### config.mk
export PLATFORM = sky130hd
export DESIGN_NAME = rv_trace_serializer
export DESIGN_NICKNAME = d
export VERILOG_FILES = /design/src/rtl/rv_trace_serializer.sv
export SDC_FILE = /design/constraint.sdc
export NUM_CORES = 2
export LEC_CHECK = 0
export ABC_AREA = 1
export CORE_UTILIZATION = 55
export DETAILED_ROUTE_END_ITERATION = 8
export PLACE_DENSITY = 0.85
export SYNTH_ARGS = -nofsm -noshare
export SYNTH_HDL_FRONTEND = slang
export SYNTH_SLANG_ARGS = --single-unit
### constraint.sdc
create_clock -name clk_i -period 7.95 [get_ports clk_i]
set_clock_uncertainty 0.15 [all_clocks]
set_input_delay 0.795 -clock clk_i [delete_from_list [all_inputs] [get_ports clk_i]]
set_output_delay 0.795 -clock clk_i [all_outputs]
set_load 0.005 [all_outputs]
### src/rtl/rv_trace_serializer.sv
// Retirement-trace record FIFO plus a framed little-endian byte serializer on a valid/ready link.
// Optional macro TRACE_CHECKSUM_EN appends an XOR checksum byte (flags through last field) to each frame.
`timescale 1ns/1ps

module rv_trace_serializer #(
    parameter int FIFO_DEPTH = 8,
    parameter int DROP_CNT_W = 16
) (
    input  logic                  clk_i,
    input  logic                  rstn_i,
    input  logic                  retire_valid_i,
    input  logic [31:0]           pc_i,
    input  logic [31:0]           instr_i,
    input  logic [4:0]            reg_addr_i,
    input  logic [31:0]           reg_data_i,
    input  logic [31:0]           mem_addr_i,
    input  logic [31:0]           mem_data_i,
    input  logic                  mem_wrt_i,
    output logic                  tx_valid_o,
    output logic [7:0]            tx_data_o,
    input  logic                  tx_ready_i,
    output logic                  busy_o,
    output logic                  overflow_o,
    output logic [DROP_CNT_W-1:0] drop_cnt_o,
    output logic [3:0]            dbg_state_o
);

    // Handshake: a byte moves on a rising edge where tx_valid_o && tx_ready_i.
    // tx_valid_o/tx_data_o are registers; once valid is raised the byte is held
    // unchanged until accepted, and valid never looks at tx_ready_i combinationally.

    localparam int AW = $clog2(FIFO_DEPTH);
    localparam int CW = AW + 1;
    localparam logic [CW-1:0] DEPTH_C = CW'(FIFO_DEPTH);
    localparam logic [7:0]    HDR_BYTE = 8'hA5;

    typedef struct packed {
        logic [31:0] pc;
        logic [31:0] instr;
        logic [4:0]  rd;
        logic [31:0] rdata;
        logic [31:0] maddr;
        logic [31:0] mdata;
        logic        mwrt;
    } rec_t;

    typedef enum logic [3:0] {
        S_IDLE,
        S_HDR,
        S_FLAGS,
        S_PC,
        S_INSTR,
        S_RD,
        S_RDATA,
        S_MADDR,
        S_MDATA
`ifdef TRACE_CHECKSUM_EN
        , S_CSUM
`endif
    } state_t;

    function automatic logic [7:0] byte_sel(input logic [31:0] v, input logic [1:0] i);
        logic [7:0] b;
        case (i)
            2'd0:    b = v[7:0];
            2'd1:    b = v[15:8];
            2'd2:    b = v[23:16];
            default: b = v[31:24];
        endcase
        return b;
    endfunction

    rec_t            r_mem [FIFO_DEPTH];
    logic [AW-1:0]   r_wr_ptr;
    logic [AW-1:0]   r_rd_ptr;
    logic [CW-1:0]   r_count;
    logic            r_overflow;
    logic [DROP_CNT_W-1:0] r_drop_cnt;

    state_t          r_state;
    logic [1:0]      r_idx;
    rec_t            r_frame;
    logic            r_tx_valid;
    logic [7:0]      r_tx_data;

    rec_t            w_rec_in;
    rec_t            w_head;
    logic            w_full;
    logic            w_push;
    logic            w_pop;
    logic            w_accept;

    state_t          w_nxt_state;
    logic [1:0]      w_nxt_idx;
    logic [7:0]      w_nxt_data;
    logic            w_last;
    logic            w_rw;
    logic            w_in_field;
    logic [1:0]      w_idx_inc;
    logic [31:0]     w_field;

    assign w_rec_in = '{pc: pc_i, instr: instr_i, rd: reg_addr_i, rdata: reg_data_i,
                        maddr: mem_addr_i, mdata: mem_data_i, mwrt: mem_wrt_i};
    assign w_head   = r_mem[r_rd_ptr];
    assign w_full   = (r_count == DEPTH_C);
    // Full is judged on the registered count, so a pop in the same cycle does not rescue a push.
    assign w_push   = retire_valid_i && !w_full;
    assign w_accept = r_tx_valid && tx_ready_i;
    assign w_pop    = (r_count != '0) &&
                      ((r_state == S_IDLE) || (w_accept && w_last));

    always_ff @(posedge clk_i) begin
        if (w_push) begin
            r_mem[r_wr_ptr] <= w_rec_in;
        end
    end

    always_ff @(posedge clk_i or negedge rstn_i) begin
        if (!rstn_i) begin
            r_wr_ptr   <= '0;
            r_rd_ptr   <= '0;
            r_count    <= '0;
            r_overflow <= 1'b0;
            r_drop_cnt <= '0;
        end else begin
            if (w_push) begin
                r_wr_ptr <= r_wr_ptr + AW'(1);
            end
            if (w_pop) begin
                r_rd_ptr <= r_rd_ptr + AW'(1);
            end
            r_count <= r_count + CW'(w_push) - CW'(w_pop);
            if (retire_valid_i && w_full) begin
                r_overflow <= 1'b1;
                if (r_drop_cnt != {DROP_CNT_W{1'b1}}) begin
                    r_drop_cnt <= r_drop_cnt + DROP_CNT_W'(1);
                end
            end
        end
    end

`ifdef TRACE_CHECKSUM_EN
    logic [7:0] r_csum;

    always_ff @(posedge clk_i or negedge rstn_i) begin
        if (!rstn_i) begin
            r_csum <= 8'h00;
        end else if (w_pop) begin
            r_csum <= 8'h00;
        end else if (w_accept && (r_state != S_HDR)) begin
            r_csum <= r_csum ^ r_tx_data;
        end
    end
`endif

    // Decode of the byte that follows the one currently on the link.
    always_comb begin
        w_nxt_state = r_state;
        w_nxt_idx   = r_idx;
        w_nxt_data  = r_tx_data;
        w_last      = 1'b0;
        w_rw        = (r_frame.rd != 5'd0);
        w_idx_inc   = r_idx + 2'd1;
        w_field     = r_frame.pc;
        w_in_field  = 1'b0;
        case (r_state)
            S_PC:    w_field = r_frame.pc;
            S_INSTR: w_field = r_frame.instr;
            S_RDATA: w_field = r_frame.rdata;
            S_MADDR: w_field = r_frame.maddr;
            S_MDATA: w_field = r_frame.mdata;
            default: w_field = r_frame.pc;
        endcase
        if ((r_state == S_PC) || (r_state == S_INSTR) || (r_state == S_RDATA) ||
            (r_state == S_MADDR) || (r_state == S_MDATA)) begin
            w_in_field = (r_idx != 2'd3);
        end

        if (w_in_field) begin
            w_nxt_idx  = w_idx_inc;
            w_nxt_data = byte_sel(w_field, w_idx_inc);
        end else begin
            w_nxt_idx = 2'd0;
            case (r_state)
                S_HDR: begin
                    w_nxt_state = S_FLAGS;
                    w_nxt_data  = {6'b0, r_frame.mwrt, w_rw};
                end
                S_FLAGS: begin
                    w_nxt_state = S_PC;
                    w_nxt_data  = r_frame.pc[7:0];
                end
                S_PC: begin
                    w_nxt_state = S_INSTR;
                    w_nxt_data  = r_frame.instr[7:0];
                end
                S_INSTR: begin
                    if (w_rw) begin
                        w_nxt_state = S_RD;
                        w_nxt_data  = {3'b0, r_frame.rd};
                    end else if (r_frame.mwrt) begin
                        w_nxt_state = S_MADDR;
                        w_nxt_data  = r_frame.maddr[7:0];
                    end else begin
                        w_last = 1'b1;
                    end
                end
                S_RD: begin
                    w_nxt_state = S_RDATA;
                    w_nxt_data  = r_frame.rdata[7:0];
                end
                S_RDATA: begin
                    if (r_frame.mwrt) begin
                        w_nxt_state = S_MADDR;
                        w_nxt_data  = r_frame.maddr[7:0];
                    end else begin
                        w_last = 1'b1;
                    end
                end
                S_MADDR: begin
                    w_nxt_state = S_MDATA;
                    w_nxt_data  = r_frame.mdata[7:0];
                end
                S_MDATA: w_last = 1'b1;
`ifdef TRACE_CHECKSUM_EN
                S_CSUM:  w_last = 1'b1;
`endif
                default: ;
            endcase
        end

`ifdef TRACE_CHECKSUM_EN
        // The byte being accepted now is folded into the checksum on the fly.
        if (w_last && (r_state != S_CSUM)) begin
            w_last      = 1'b0;
            w_nxt_state = S_CSUM;
            w_nxt_data  = r_csum ^ r_tx_data;
        end
`endif
    end

    always_ff @(posedge clk_i or negedge rstn_i) begin
        if (!rstn_i) begin
            r_state    <= S_IDLE;
            r_idx      <= 2'd0;
            r_frame    <= '0;
            r_tx_valid <= 1'b0;
            r_tx_data  <= 8'h00;
        end else begin
            case (r_state)
                S_IDLE: begin
                    if (w_pop) begin
                        r_frame <= w_head;
                        r_state <= S_HDR;
                        r_idx   <= 2'd0;
                    end
                end
                default: begin
                    if (!r_tx_valid) begin
                        // First cycle in HDR after leaving IDLE: present the header.
                        r_tx_valid <= 1'b1;
                        r_tx_data  <= HDR_BYTE;
                    end else if (w_accept) begin
                        if (w_last) begin
                            if (w_pop) begin
                                r_frame   <= w_head;
                                r_state   <= S_HDR;
                                r_idx     <= 2'd0;
                                r_tx_data <= HDR_BYTE;
                            end else begin
                                r_state    <= S_IDLE;
                                r_idx      <= 2'd0;
                                r_tx_valid <= 1'b0;
                            end
                        end else begin
                            r_state   <= w_nxt_state;
                            r_idx     <= w_nxt_idx;
                            r_tx_data <= w_nxt_data;
                        end
                    end
                end
            endcase
        end
    end

    assign tx_valid_o  = r_tx_valid;
    assign tx_data_o   = r_tx_data;
    assign busy_o      = (r_count != '0) || (r_state != S_IDLE);
    assign overflow_o  = r_overflow;
    assign drop_cnt_o  = r_drop_cnt;
    assign dbg_state_o = r_state;

endmodule

==> impl_metrics.ini <==
[global_routing]
grt_pass1_vias = 37960
grt_use_total = 0.2741
gr-total-overflow = 0
first_pass_grt_wire_length_mm = 229.3
grt_max_degree = 267
antenna_found_initial = 37

[routing]
vias = 39530
drtAntennaViolNets = 0
detail_route.wirelength_mm = 154.8
drt-initial-drc-count = 5914
drt_pre_antenna_iters = 8
wire_per_inst_um = 24.86
drc_errors = 0
drt-vias-per-instance = 6.346

[clocking]
clk_root_buffer_cell = clkbuf_16
post_cts.resized_instances = 0
clkLatencyLatePin_ns = 0.77
cts_max_level = 4
clock_slew_at_reported_path_ffs_ns = 0.06
cts-buffers-inserted = 148
clockBufferDepth = 3
postCtsSetupRepairBufs = 0
cts_tree = done
cts.sink_count = 1536

[flow_run]
cap_violations = 0

[die]
fp.dieArea_um2 = 110500
die_width_um = 332.5
floorplan.io_pins = 201
die_height_um = 332.5
design.core.area_um2 = 107700
num_rows = 120
floorplan.initialDensity = 0.5579

[critical_path]
path_buf_inv = 3
critical-path-top-delay-family = simple AND/OR/NAND/NOR gates
worst_path_largest_cell_delay_ns = 0.77
worst-path-max-fanout = 107
critical_path.endpoint_type = register
timing.critical_path.from_type = register
crit_path_cell_trace = nor2_2, nand2_1, nand3_2, nand2_4, nand2_4, nand2_4, nand2_8, inv_4, ha_1, inv_1, ha_1, inv_1, fa_1, xnor2_1
cp.arrival_ns = 5.44
timing.critical_path.required_ns = 8.48
critical-path-top-cell-by-count = nand2_4
critPathKind = reg2reg
critical-path-slowest-cell = nor2_2

[finish]
post_route_cells_drive_above_1_share = 0.05848
final_cell_mix = 1328 x edfxtp_1, 898 x o21ai_0, 724 x nor2_1
finalNetCount = 4869
layout_commonest_cell = edfxtp_1
flow.area_growth_from_synthesis_pct = 12.98

[synth]
yosys_warnings = 0
fraction_of_the_mapped_netlist_area_in_adder_cells = 0.003041
postSynthAreaPerCell_um2 = 13.04
synthMuxAreaShare = 0
top_cells_by_area_in_the_synthesized_netlist = edfxtp_1 66%, dfrtp_1 8.7%, o21ai_0 7.5%, o221ai_1 4.8%, nor2_1 4.6%
synth_area_leader_cell = edfxtp_1
post_synth_xor_area_fraction = 0.002916
postSynth.topFlopCell = edfxtp_1
synth_top_family_by_area = compound AO/OA/AOI/OAI gates
synth_edf_count = 1328
post_synth_num_cell_types = 32
synthesis.area_um2 = 60070
yosys.area.top_type_share = 0.6639
share_of_flip_flops_with_an_asynchronous_set_or_reset = 0.1354
synth-compound-area-share = 0.1259
synth_seq_area_share = 0.7506
post_synth_and_or_nand_nor_area_fraction = 0.08886
syn_nets = 4791
synthCells = 4607
synth_seq_cells = 1536

[run_status]
run_status = finished clean

[timing]
post-route-min-period_ns = 4.915
timing_worst_slew_pin_value_ns = 1.171
post-route-worst-setup-slack_ns = 3.035
achievable-frequency_mhz = 203.5
timing.slew.headroom = 0.2172
fin_tns_setup_ns = 0
rsz0062_at_grt = false
layout_worst_path_cycle_share = 0.6182
final_hold_viol_count = 0
setup_viol = 0
report.final.slew_viol_count = 0
whs_ns = 0.3172

[placement]
gp_congestion = 0.9470
pre_cts_ws_ns = 3.215
placement.io_buffers = 200
dpl.hpwl_mm = 84.31

[pwr]
p_total_mw = 25.59
power.density_nw_per_um2 = 377.1
power.leakage_nw = 23.06
irDropWorstVdd_mv = 0.3472

[min_path]
timing.hold.worst.class = reg2reg
==> path summary, 6_finish.rpt <==
check | from | end | slack (ns) | depth (start not counted)
worst min-delay path | overflow_o | overflow_o | 0.32 | 1
worst max register to register | dbg_state_o[1] | r_count[2] | 3.04 | 14
max in group asynchronous | rstn_i | r_rd_ptr[0] | 5.75 | 3
worst max-delay path | dbg_state_o[1] | r_count[2] | 3.04 | 14
min in group asynchronous | rstn_i | r_frame[165] | 0.47 | 2
worst min register to register | overflow_o | overflow_o | 0.32 | 1
==> layer usage <==
layer	vias to the layer above	GRT usage	wire length [µm]
met5	-	0	253
met4	38	0.1129	5136
li1	17230	-	-
met2	2486	0.4355	74050
met3	343	0.07043	17360
met1	19440	0.3615	58030
==> cell type report <==
cell class	instances	area (µm²)
Fill cell	7183	39790
Timing Repair Buffer	244	2502
Tap cell	1403	1755
Sequential cell	1536	45090
Clock buffer	216	4178
Multi-Input combinational cell	2647	13330
Inverter	108	427.9
Antenna cell	21	52.55
Clock inverter	54	520.5
==> Yosys cell counts (4+ instances only) <==
library cell	instances
inv_1	103
buf_2	9
nand4_1	4
dfrtp_1	208
ha_1	13
buf_6	16
o21ai_0	898
nor2_1	734
nand3_1	145
xnor2_1	8
edfxtp_1	1328
xor2_1	12
nand2_4	4
nand2_1	450
a21oi_1	14
o21ai_1	12
nor3_1	5
clkbuf_1	289
o221ai_1	332
==> state kept, by name, indices dropped and copies added, names as in the netlist <==
signal and flops:
r_rd_ptr 3, r_frame 166, drop_cnt_o 16, r_idx 2, r_wr_ptr 3, r_count 4, dbg_state_o 4, tx_data_o 8
r_mem 1328, overflow_o 1, tx_valid_o 1
==> kinds of logic (layout without fill, tap and decap cells) <==
group	Yosys count	after routing
buffers and inverters	424	622
AOI/OAI and AO/OA	1260	1260
and+or+nand+nor	1353	1353
DFF	1536	1536
adders and majority gates	14	14
other	0	21
xor gates and xnor gates	20	20
==> report_power, final <==
part | leakage [nW] | internal [mW] | switching, mW
registers | 14.6 | 10.3 | 0.772
clock network | 2.28 | 3.86 | 2.96
logic | 6.14 | 2.01 | 5.67
total | 23.1 | 16.2 | 9.40
==> metrics by stage <==
step,cell area (µm²),utilization,std cells
after floorplan,60070,-,4607
after global placement,63100,0.5861,5937
after detailed placement,63100,0.5861,5937
after CTS,67810,0.6299,6208
after global routing,67840,0.6302,6221
final,67860,0.6304,6229
==> timing repair <==
item / in CTS / in global routing
hold endpoints to repair: 75 / 0
hold buffers: 1 / 0
setup endpoints to repair: 0 / 0
No activity file was read; power rests on OpenSTA's default activity.
